File: src/rtl/div_unit.sv
// Multicycle signed restoring divider: quotient to LO, remainder to HI.
// One restoring step per cycle, sign fix-up in a final cycle; zero divisor aborts with a divzero pulse.
module div_unit #(
    parameter int unsigned WIDTH = 32
) (
    input  logic             clk,
    input  logic             reset,
    input  logic             div_start,
    input  logic [WIDTH-1:0] dividend,
    input  logic [WIDTH-1:0] divisor,
    output logic [WIDTH-1:0] lo_out,
    output logic [WIDTH-1:0] hi_out,
    output logic             div_busy,
    output logic             div_done,
    output logic             divzero
);

    localparam int unsigned CW = $clog2(WIDTH) + 1;

    typedef enum logic [1:0] {
        S_IDLE = 2'd0,
        S_RUN  = 2'd1,
        S_FIX  = 2'd2
    } state_t;

    state_t           r_state;
    logic [WIDTH-1:0] r_rem;
    logic [WIDTH-1:0] r_quo;
    logic [WIDTH-1:0] r_dvs;
    logic [CW-1:0]    r_count;
    logic             r_dsign;
    logic             r_qsign;

    logic [WIDTH-1:0] w_abs_a;
    logic [WIDTH-1:0] w_abs_b;
    logic [WIDTH:0]   w_rem_sh;
    logic [WIDTH:0]   w_trial;
    logic             w_step_ok;

    // Unsigned magnitudes; -2^(WIDTH-1) maps exactly onto 2^(WIDTH-1).
    assign w_abs_a   = dividend[WIDTH-1] ? WIDTH'(-dividend) : dividend;
    assign w_abs_b   = divisor[WIDTH-1]  ? WIDTH'(-divisor)  : divisor;

    // Partial remainder stays below the divisor, so the shifted value needs one extra bit.
    assign w_rem_sh  = {r_rem, r_quo[WIDTH-1]};
    assign w_trial   = w_rem_sh - {1'b0, r_dvs};
    assign w_step_ok = ~w_trial[WIDTH];

    always_ff @(posedge clk) begin
        if (!reset) begin
            r_state  <= S_IDLE;
            r_rem    <= '0;
            r_quo    <= '0;
            r_dvs    <= '0;
            r_count  <= '0;
            r_dsign  <= 1'b0;
            r_qsign  <= 1'b0;
            lo_out   <= '0;
            hi_out   <= '0;
            div_busy <= 1'b0;
            div_done <= 1'b0;
            divzero  <= 1'b0;
        end else begin
            div_done <= 1'b0;
            divzero  <= 1'b0;
            case (r_state)
                S_IDLE: begin
                    div_busy <= 1'b0;
                    if (div_start) begin
                        if (divisor == '0) begin
                            divzero <= 1'b1;
                        end else begin
                            r_quo    <= w_abs_a;
                            r_dvs    <= w_abs_b;
                            r_rem    <= '0;
                            r_dsign  <= dividend[WIDTH-1];
                            r_qsign  <= dividend[WIDTH-1] ^ divisor[WIDTH-1];
                            r_count  <= '0;
                            div_busy <= 1'b1;
                            r_state  <= S_RUN;
                        end
                    end
                end
                S_RUN: begin
                    r_quo   <= {r_quo[WIDTH-2:0], w_step_ok};
                    r_rem   <= w_step_ok ? w_trial[WIDTH-1:0] : w_rem_sh[WIDTH-1:0];
                    r_count <= r_count + CW'(1);
                    if (r_count == CW'(WIDTH - 1)) begin
                        r_state <= S_FIX;
                    end
                end
                S_FIX: begin
                    lo_out   <= r_qsign ? WIDTH'(-r_quo) : r_quo;
                    hi_out   <= r_dsign ? WIDTH'(-r_rem) : r_rem;
                    div_done <= 1'b1;
                    r_state  <= S_IDLE;
                end
                default: begin
                    r_state <= S_IDLE;
                end
            endcase
        end
    end

endmodule

File: config.mk
export PLATFORM = sky130hd
export DESIGN_NAME = div_unit
export DESIGN_NICKNAME = d
export VERILOG_FILES = /design/src/rtl/div_unit.sv
export SDC_FILE = /design/constraint.sdc
export NUM_CORES = 1
export LEC_CHECK = 0
export CORE_MARGIN = 2
export CORE_UTILIZATION = 55
export DETAILED_ROUTE_END_ITERATION = 10
export PLACE_DENSITY = 0.81
export SLEW_MARGIN = 30
export SYNTH_ARGS = -nofsm -noshare
export SYNTH_HDL_FRONTEND = slang
export SYNTH_SLANG_ARGS = --single-unit
File: constraint.sdc
create_clock -name clk -period 3.95 [get_ports clk]
set_input_delay 0.5925 -clock clk [delete_from_list [all_inputs] [get_ports clk]]
set_output_delay 0.5925 -clock clk [all_outputs]
set_load 0.01 [all_outputs]
==> results of run 1 <==
[synth_stat cells (6+ instances only)]
cell and number:
a21oi_1 48, a222oi_1 28, a2bb2oi_1 6, and2_1 6
buf_1 6, buf_2 10, clkbuf_1 60, dfxtp_1 173
ha_1 37, inv_1 52, mux2i_1 27, nand2_1 185
nand2b_1 14, nand3_1 14, nand4_1 9, nor2_1 38
nor2b_1 46, nor3_1 12, nor4_1 10, o211a_1 81
o211ai_1 6, o21ai_0 101, o31ai_1 34, o41ai_1 16
or3_1 19, or4_1 18, xnor2_1 59, xor2_1 90
[worst reg2reg max path: stages (launching register included)]
cell and delay, ns:
dfxtp_1 0.34, inv_1 0.09, ha_1 0.24, fa_1 0.39, nand2b_1 0.19, a21oi_1 0.28
o21ai_0 0.27, a211oi_1 0.42, o21ai_0 0.17, nand3b_1 0.21, xor2_4 0.29, buf_12 0.21
nand2_1 0.16, o21ai_0 0.26
[flip-flops by register name, summed over array words and instances (netlist names)]
signal    cells
hi_out       32
divzero       1
r_quo        32
r_qsign       1
r_rem        32
div_done      1
r_dvs        32
lo_out       32
r_dsign       1
div_busy      1
r_count       6
r_state       2
[final cells by class]
class                      count  area (um2)  area share, %
clock buffer                  20       446.7          3.488
clock inverter                11       107.6         0.8403
inverter                      52       195.2          1.524
multi-input combinational    973        6743          52.66
sequential                   173        3466          27.07
tap                          260       325.3          2.541
timing repair buffer         151        1521          11.88
[power by group]
part / internal, mW / total [mW] / switching [mW]
logic: 2.33 / 5.21 / 2.88
clock network: 0.887 / 1.59 / 0.707
registers: 1.94 / 2.27 / 0.335
total: 5.15 / 9.07 / 3.92
[per-layer routing]
| metal | track usage, % | vias up |
|---|---|---|
| li1 | - | 4807 |
| met4 | 8.308 | 0 |
| met3 | 3.991 | 32 |
| met2 | 39.71 | 268 |
| met5 | 0 | - |
| met1 | 36.21 | 4595 |
[worst paths after layout]
| path | endpoint | depth (start not counted) | startpoint | slack [ns] |
|---|---|---|---|---|
| hold / removal | r_state[1] | 1 | r_count[5] | 0.49 |
| hold reg to reg | r_state[1] | 1 | r_count[5] | 0.49 |
| setup reg to reg | r_rem[30] | 13 | r_quo[31] | 0.34 |
| setup / recovery | r_rem[30] | 13 | r_quo[31] | 0.34 |
[logic make-up after synthesis]
group | count (synthesis) | share of synthesized area (%)
AOI/OAI and AO/OA | 367 | 25.58
xor gates and xnor gates | 149 | 12.23
adders and majority gates | 38 | 4.527
buffers and inverters | 128 | 4.621
DFF | 173 | 32.46
muxes | 27 | 2.533
and+or+nand+nor | 392 | 18.05
[per-stage QoR]
stage | utilization (%) | power [mW] | hold slack, ns
global route | 67.77 | 9.746 | 0.4983
global placement | 64.85 | 7.341 | 0.4658
floorplan | - | 6.113 | 0.4357
CTS | 67.80 | 9.029 | 0.4812
detailed placement | 64.87 | 7.413 | 0.4624
finish | 67.77 | 9.072 | 0.4850
[layout by cell type, fill, tap and decap left out, types with 5 or more instances in the layout]
master           synthesis  layout
and2_1                   6       6
a221oi_1                 5       5
nor4_1                  10      10
buf_12                   0       5
o211a_1                 81      81
nor2_1                  38      38
a21boi_0                 5       5
or3_1                   19      19
ha_1                    37      37
nand3_1                 14      14
a21oi_1                 48      48
nand2b_1                14      14
nand4_1                  9       9
o21ai_0                101     101
o211ai_1                 6       6
clkdlybuf4s50_1          0     131
nor3_1                  12      12
inv_1                   52      52
clkbuf_16                0      17
a222oi_1                28      28
o41ai_1                 16      16
nand2_1                185     185
o21a_1                   5       5
buf_4                    0      14
nor2b_1                 46      44
xnor2_1                 59      59
o31ai_1                 34      34
a2bb2oi_1                6       6
or4_1                   18      18
xor2_1                  90      89
dfxtp_1                173     171
clkinvlp_4               0       5
mux2i_1                 27      27
==> flow_summary.toml, run 1 <==
[sta]
slew_headroom_pct = 42.06
setup_ws_ns = 0.3373
setup_viol = 0
worst_slew_pin_slew_ns = 0.8670
max_freq_mhz = 276.8
final_hold_viol_count = 0
fin_tns_setup_ns = 0
rsz0062_at_grt = "no"
finalCriticalPeriod_ns = 3.613
period_share_pct = 91.46
slew_violations = 0
clock_skew_ns = 0.008840

[cts]
cts_max_level = 4
clk_latency_ns = 0.43
cts-root-buf = "clkbuf_16"
cts_hold_buf = 0
cts_num_sinks = 173
numCtsBuffers = 17
postCtsSetupRepairBufs = 0
clk_pin_slew_ns = 0.07
cts_resized = 0
cts_tree = "built"
ctsLongestPathBuffers = 2

[setup_path]
start_kind = "flip-flop"
critPathArrivalTime_ns = 3.96
required_ns = 4.30
path_cells = "inv_1 -> ha_1 -> fa_1 -> nand2b_1 -> a21oi_1 -> o21ai_0 -> a211oi_1 -> o21ai_0 -> nand3b_1 -> xor2_4 -> buf_12 -> nand2_1 -> o21ai_0"
critPathBufInv = 2
cp_max_fo = 17
crit_top_cell = "o21ai_0"
worst-setup-path-type = "flip-flop to flip-flop"
slowest_delay_ns = 0.42
crit_slowest_cell = "a211oi_1"
cp-end-kind = "flip-flop"
cp_top_family = "compound AO/OA/AOI/OAI gates"

[global_route]
grt_overflow = 0
antenna_found_initial = 0
grt_max_degree = 98
grt_pass1_wl_mm = 42.54
grt_pass1_vias = 8621
grt.total_usage_pct = 25.52

[detailed_routing]
ant_nets = 0
firstDrtPassIters = 6
wl_mm = 26.38
highest-signal-layer = "met4"
drt_iter0_markers = 902
drc = 0
vias = 9702
wl_met2_mm = 11.84
met1_length_mm = 12.67
wl_met3_mm = 1.353
vias_per_cell = 5.916
wire_per_inst_um = 16.08

[floorplanning]
coreArea_um2 = 18890
die_h_um = 143.3
dieArea_um2 = 20530
initial_core_util_pct = 56.47
std_cell_rows = 50
io_pins = 134
dieWidth_um = 143.3

[power]
power_density_nw_per_um2 = 708.5
leakagePower_nw = 5.621
max-vdd-ir-drop_uv = 568.7

[placed_design]
dpl.cell_count = 1609
placed_area_um2 = 12260
place_ws_ns = 0.1444
portBuffers = 133
globalplace.congestion = 0.9382
dpl.hpwl_mm = 19.29

[synth]
synth_edf_count = 0
synthTopCellsByArea = "dfxtp_1, o211a_1, xor2_1, nand2_1, xnor2_1"
seq_area_frac_synth_pct = 32.46
netlist_area_um2 = 10670
synth_flop_cell = "dfxtp_1"
syn-instance-count = 1274
ys_warn_count = 0
synth_fp_nets = 1379
synth_top_area_share_pct = 32.46
synth_cell_type_count = 64
postSynth.asyncResetShare_pct = 0
synth-seq-cells = 173
avgSynthCellArea_um2 = 8.374
synth_area_leader_cell = "dfxtp_1"

[cells_and_area]
n_antenna_cell = 0
final.fill_count = 1581
area.growth.synth_to_final_pct = 20.02
final_area_um2 = 12800
fin_nets = 1473
layout.cells.non_filler = 1640
drive_gt1_share_pct = 4.855

[worst_hold_path]
hold_class = "flip-flop to flip-flop"

[flow_run]
cap_violations = 0

[run_status]
status = "finished, final reports clean"
(Power assumes the default switching activity.)
==> run 2, diff against run 1 <==
--- a/config.mk
+++ b/config.mk
@@ -13,3 +13,4 @@
 export SYNTH_ARGS = -nofsm -noshare
 export SYNTH_HDL_FRONTEND = slang
 export SYNTH_SLANG_ARGS = --single-unit
+export TNS_END_PERCENT = 50
==> results of run 2 <==
Same layout as run 1: the final DEF is identical, and so are final timing and power.
==> run 3, diff against run 2 <==
--- a/config.mk
+++ b/config.mk
@@ -8,6 +8,7 @@
 export CORE_MARGIN = 2
 export CORE_UTILIZATION = 55
 export DETAILED_ROUTE_END_ITERATION = 10
+export HOLD_SLACK_MARGIN = 0.12
 export PLACE_DENSITY = 0.81
 export SLEW_MARGIN = 30
 export SYNTH_ARGS = -nofsm -noshare
==> results of run 3 <==
Same layout as run 1: the final DEF is identical, and so are final timing and power.
